===== config.mk =====
export PLATFORM = sky130hd
export DESIGN_NAME = vdot_seq
export DESIGN_NICKNAME = d
export VERILOG_FILES = /design/src/rtl/vdot_seq.sv
export SDC_FILE = /design/constraint.sdc
export NUM_CORES = 1
export LEC_CHECK = 0
export CORE_UTILIZATION = 40
export CTS_BUF_LIST = sky130_fd_sc_hd__clkbuf_8
export CTS_CLUSTER_DIAMETER = 30
export DETAILED_ROUTE_END_ITERATION = 10
export PLACE_DENSITY = 0.8
export SLEW_MARGIN = 15
export SYNTH_ARGS = -nofsm -noshare
export SYNTH_HDL_FRONTEND = slang
export SYNTH_SLANG_ARGS = --single-unit

===== constraint.sdc =====
create_clock -name clk -period 5.2 [get_ports clk]
set_clock_uncertainty 0.05 [all_clocks]
set_input_delay 1.04 -clock clk [delete_from_list [all_inputs] [get_ports clk]]
set_output_delay 1.04 -clock clk [all_outputs]
set_load 0.1 [all_outputs]

===== src/rtl/vdot_seq.sv =====
// rtl/vdot_seq.sv - long dot-product sequencer around a fixed-latency dot unit
//
// Purpose:
//   Accepts a job of `len` operand word pairs and feeds them one at a time
//   into a dot-product unit with LAT cycles of latency. It accumulates each
//   per-word result into `acc` and pulses `done` when the sum is final.
//   At most one operation is in flight in the unit at any time.
//
// Parameters:
//   CNT_W  width of the job length and the remaining-pair count
//   LAT    unit latency from the vd_en cycle to a valid vd_res (>= 1)
//
// Ports:
//   clk, rst             clock; asynchronous active-high reset
//   start, len           job request (sampled in IDLE only) and pair count
//   busy, done           job in progress; one-cycle completion pulse
//   acc, ovf             accumulated result; sticky saturation flag
//   in_valid, in_ready   operand pair handshake
//   in_a, in_b           operand words
//   vd_en, vd_a, vd_b    dot unit enable pulse and held operands
//   vd_res               dot unit result
//
// Configuration:
//   VDOT_SEQ_SAT_EN  defined: saturating unsigned accumulation, ovf is sticky
//                    undefined: accumulation wraps mod 2^32, ovf tied to 0

module vdot_seq #(
  parameter int CNT_W = 8,
  parameter int LAT   = 3
) (
  input  logic             clk,
  input  logic             rst,
  input  logic             start,
  input  logic [CNT_W-1:0] len,
  output logic             busy,
  output logic             done,
  output logic [31:0]      acc,
  output logic             ovf,
  input  logic             in_valid,
  output logic             in_ready,
  input  logic [31:0]      in_a,
  input  logic [31:0]      in_b,
  output logic             vd_en,
  output logic [31:0]      vd_a,
  output logic [31:0]      vd_b,
  input  logic [31:0]      vd_res
);

  // The wait counter counts LAT down to 0; it must be able to hold LAT.
  localparam int WC_W = $clog2(LAT + 1);

  typedef enum logic [1:0] {
    S_IDLE,
    S_FETCH,
    S_WAIT,
    S_DONE
  } state_t;

  state_t           state;
  logic [CNT_W-1:0] rem;
  logic [WC_W-1:0]  wcnt;
  logic [31:0]      acc_nxt;

`ifdef VDOT_SEQ_SAT_EN
  logic [32:0] sum;
  logic        sum_ovf;

  // A carry out of bit 31 means the unsigned sum no longer fits: clamp.
  assign sum     = {1'b0, acc} + {1'b0, vd_res};
  assign sum_ovf = sum[32];
  assign acc_nxt = sum_ovf ? 32'hFFFF_FFFF : sum[31:0];
`else
  assign acc_nxt = acc + vd_res;
  assign ovf     = 1'b0;
`endif

  always_ff @(posedge clk or posedge rst) begin
    if (rst) begin
      state    <= S_IDLE;
      busy     <= 1'b0;
      done     <= 1'b0;
      acc      <= 32'd0;
      in_ready <= 1'b0;
      vd_en    <= 1'b0;
      vd_a     <= 32'd0;
      vd_b     <= 32'd0;
      rem      <= '0;
      wcnt     <= '0;
`ifdef VDOT_SEQ_SAT_EN
      ovf      <= 1'b0;
`endif
    end else begin
      // Single-cycle pulses default low; states raise them when needed.
      vd_en <= 1'b0;
      done  <= 1'b0;
      case (state)
        S_IDLE: begin
          if (start) begin
            acc  <= 32'd0;
            busy <= 1'b1;
`ifdef VDOT_SEQ_SAT_EN
            ovf  <= 1'b0;
`endif
            if (len != '0) begin
              rem      <= len;
              in_ready <= 1'b1;
              state    <= S_FETCH;
            end else begin
              // Empty job: report the cleared accumulator immediately.
              done  <= 1'b1;
              state <= S_DONE;
            end
          end
        end

        S_FETCH: begin
          if (in_valid) begin
            vd_a     <= in_a;
            vd_b     <= in_b;
            vd_en    <= 1'b1;
            wcnt     <= WC_W'(LAT);
            in_ready <= 1'b0;
            state    <= S_WAIT;
          end
        end

        S_WAIT: begin
          // wcnt equals LAT in the vd_en cycle, so it reaches 0 exactly in
          // the cycle where the unit presents its result.
          if (wcnt == '0) begin
            acc <= acc_nxt;
            rem <= rem - CNT_W'(1);
`ifdef VDOT_SEQ_SAT_EN
            if (sum_ovf) begin
              ovf <= 1'b1;
            end
`endif
            if (rem == CNT_W'(1)) begin
              done  <= 1'b1;
              state <= S_DONE;
            end else begin
              in_ready <= 1'b1;
              state    <= S_FETCH;
            end
          end else begin
            wcnt <= wcnt - WC_W'(1);
          end
        end

        S_DONE: begin
          busy  <= 1'b0;
          state <= S_IDLE;
        end

        default: begin
          busy     <= 1'b0;
          in_ready <= 1'b0;
          state    <= S_IDLE;
        end
      endcase
    end
  end

endmodule


; ---- Yosys cells after proc, flatten, opt, wreduce, memory -nomap -nowiden
; Cells that the tools add are included.
; Widths: inputs -> output; s select.
[classes]
add_sub_neg = 3
eq_ne = 10
muxes = 31
n_reduce_logical = 14
[ops]
columns = cell, count
row1 = $mux 32, 2
row2 = $pmux 32 s2, 1
row3 = $add 32x32->32, 1
row4 = $mux 8, 3
row5 = $pmux 8 s2, 1
row6 = $mux 2, 7
row7 = $mux 1, 12
row8 = $ne 2x2->1 const B, 6
row9 = $reduce_and 3->1, 3
row10 = $eq 8x1->1 const B, 1
row11 = $pmux 2 s4, 1
row12 = $reduce_bool 8->1, 1
row13 = $sub 8x1->8 const B, 1
row14 = $reduce_and 6->1, 1
row15 = $reduce_bool 2->1, 3
row16 = $eq 2x2->1 const B, 2
row17 = $logic_not 2->1, 2
row18 = $pmux 1 s2, 2
row19 = $pmux 2 s2, 1
row20 = $reduce_and 2->1, 2
row21 = $reduce_and 4->1, 1
row22 = $pmux 1 s3, 1
row23 = $reduce_bool 3->1, 1
row24 = $eq 2x1->1 const B, 1
row25 = $sub 2x1->2 const B, 1
[word_totals]
reg_bits = 112
elab_cells = 68
input_bits = 108
output_inout_bits = 101

; ---- Logic depth before layout (Yosys ltp)
[logic_depth]
ltp_word = 4
ltp_mapped = 11
ltp_nobuf = 11

; ---- Least setup slack after synthesis
; OpenSTA, ideal clock, no wires.
[synth_timing]
path_type = reg2reg
start = register acc[0]
end = register acc[30]
stages_incl_launch_ff = 12
required_time_ns = 5.079
n_path_buf = 0
synth_period_minus_slack_ns = 3.433
setup_ns = 0.071
arrival_time_ns = 3.312
path_slack_ns = 1.767
cell_sequence = dfrtp_1 ha_1 inv_1 fa_1 nor2b_1 o31ai_1 a211oi_1 o221ai_1 a21oi_2 a31oi_1 or4_1 nand3_1
[synth_via]
elab_chain_len = 3
[synth_rtl]
columns = item, line_no
row1 = from (decl), 37  ; output logic [31:0] acc,
row2 = from (signal assigned), 131  ; acc <= acc_nxt;
row3 = $add 32x32->32, 73  ; assign acc_nxt = acc + vd_res;
row4 = $mux 32, 130  ; if (wcnt == '0) begin
row5 = $pmux 32 s2, 96  ; case (state)
; Every way passes these cells. The select of a mux whose other input is x is not followed.
; A chain may end at the register's enable or synchronous reset.

; ---- Final worst setup path
[layout_timing]
start = input port vd_res[0]
end = register acc[30]
[layout_via]
elab_chain_len = 3
[layout_rtl]
columns = item, line_no
row1 = from (decl), 46  ; input logic [31:0] vd_res
row2 = $add 32x32->32, 73
row3 = $mux 32, 130
row4 = $pmux 32 s2, 96
; Every way passes these cells. The select of a mux whose other input is x is not followed.

==> reports/metrics.csv <==
metric;value;unit
status;finished with violations;
violations;design-rule violations;
tns;0;ns
cp_data_required_time;5.47;ns
synth_top_area_share;46.10;%
n_antenna_cell;0;
finalCritPeriodShare;74.94;%
slew_headroom;28.83;%
dpl_worst_slack;0.8508;ns
drcViolationCount;11;
postCtsSetupBuffers;0;
placed_cells;1064;
hold_violations;0;
synthArstFlopShare;100.0;%
grt_pass1_vias;5585;
vias;5623;
clockRootBuffer;clkbuf_8;
cts.clk_slew.worst_paths;0.12;ns
portBuffers;207;
wl;16230;um
synth-edff-count;0;
worstMarginPinSlew;1.066;ns
design_area;8441;sq um
drv_slew;0;
synthTopCellsByArea;dfrtp_1, nand2_1, ha_1;
fmax;256.6;MHz
path_max_fanout;6;
grt_max_degree;67;
drt-pass1-iter-count;8;
clockBufferDepth;2;
syn_to_final_growth;38.84;%
place.gp.congestion;0.8725;
instances_no_fill;1080;
maxCapViolCount;0;
placed_area;8255;sq um
post-dp-hpwl;11750;um
critical_path.top_delay_family;compound AO/OA/AOI/OAI gates;
finalCriticalPeriod;3.897;ns
cts_htree_levels;3;
cts.sinks;112;
synthCells;701;
antenna_found_initial;0;
overflow;0;
die_h;125.3;um
start_util;41.36;%
critPathCaptureType;flip-flop;
ys_ff_latch;112;
startpoint_type;input pin;
yosysTopAreaCell;dfrtp_1;
coreArea;14700;sq um
hold_class;flip-flop to flip-flop;
syn-cell-area;6080;sq um
wl_per_cell;15.02;um
syn_area_per_cell;8.673;sq um
rows;44;
ys_warn_count;0;
path_class;input pin to flip-flop;
dieArea;15700;sq um
grt_pass1_wl;26680;um
ctsHoldBuffers;0;
io_pins;209;
clk_latency;0.38;ns
grt_util_all_layers;20.90;%
postRouteAntennaNets;0;
cts_tree;built;
viasPerCell;5.206;
cpPeakStageDelay;0.49;ns
crit_buf_inv;2;
path_cells;clkdlybuf4s50_1 > ha_1 > inv_1 > fa_1 > nor2b_1 > o31ai_1 > a211oi_1 > o221ai_1 > a21oi_2 > a31oi_1 > or4_1 > nand3_1;
synth_nets;844;
synthFlopType;dfrtp_1;
ctsResizeCount;0;
drtIter0Drc;361;
rsz0062_at_grt;false;
cts_buffers;9;
seq_area_frac_synth;46.10;%
fin_ws;1.303;ns
synth_most_common_cell;nand2_1;
nets;1034;
finalSetupViolations;0;
die_w;125.3;um
arrival;4.17;ns
cpMaxStageDelayCell;clkdlybuf4s50_1;
synth_cell_types;65;
layout-drive-gt1-share;3.906;%
synth_common_cells;nand2_1, dfrtp_1, o21ai_0;
## cell usage in the layout (no fill, tap or decap), drive strengths merged, types with 3 or more instances in the layout
master and count:
a21oi 36, o21ai 57, clkbuf 9, nand3b 3
a31oi 8, dfrtp 112, nor3 8, nand2b 8
buf 4, a32o 3, or3 3, a22oi 3
nand3 7, a21o 10, nor3b 6, o211ai 3
ha 34, nand4 6, a211oi 5, and3 4
nand2 240, nor2 17, xor2 14, a32oi 3
o31ai 5, xnor2 9, nor2b 7, o21bai 3
nor4 4, o21a 3, or4 3, inv 22
or2 4, a21boi 3, clkdlybuf4s50 207
## stage by stage
step	hold WS [ns]	util, %
3_5_place_dp	0.4123	56.16
6_report	0.4334	57.42
4_1_cts	0.4375	57.42
2_1_floorplan	0.3896	-
5_1_grt	0.4599	57.42
3_3_place_gp	0.4032	56.16
## routing by layer
layer	share of wire [%]	vias to the layer above	global-route usage, %
li1	-	2772	-
met1	43	2622	25.83
met2	46	207	34.44
met3	8.9	22	7.103
met4	1.8	0	6.456
met5	0	-	0
## registers in the layout (all words and copies together), names as in the netlist
register,count
state,2
done,1
wcnt,2
rem,8
busy,1
acc,32
vd_a,32
in_ready,1
vd_en,1
vd_b,32
## kinds of logic after synthesis
| family | share of synthesized area, % |
|---|---|
| and+or+nand+nor | 23.26 |
| other | 0.06168 |
| adders and majority gates | 7.327 |
| buffers and inverters | 3.602 |
| muxes | 0.1646 |
| DFF | 46.10 |
| AOI/OAI and AO/OA | 16.18 |
| xor gates and xnor gates | 3.314 |
## final timing paths
path                            from       end  slack (ns)  cells after the start
max                        vd_res[0]   acc[30]        1.30                     12
min                          wcnt[0]   wcnt[0]        0.43                      1
max reg2reg                   acc[0]   acc[30]        2.03                     11
min reg2reg                  wcnt[0]   wcnt[0]        0.43                      1
max in group asynchronous        rst  vd_a[11]        3.11                      3
min in group asynchronous        rst  vd_b[18]        0.97                      2
## cell type report
| type | count | area, sq um |
|---|---|---|
| timing repair buffer | 211 | 2102 |
| tap | 184 | 230.2 |
| inverter | 16 | 62.56 |
| clock inverter | 7 | 61.31 |
| sequential | 112 | 2803 |
| fill | 1318 | 6259 |
| multi-input combinational | 541 | 3058 |
| clock buffer | 9 | 123.9 |
Power is not shown: default switching activity piles up to over one toggle a cycle in this logic, so the estimate is an artifact.
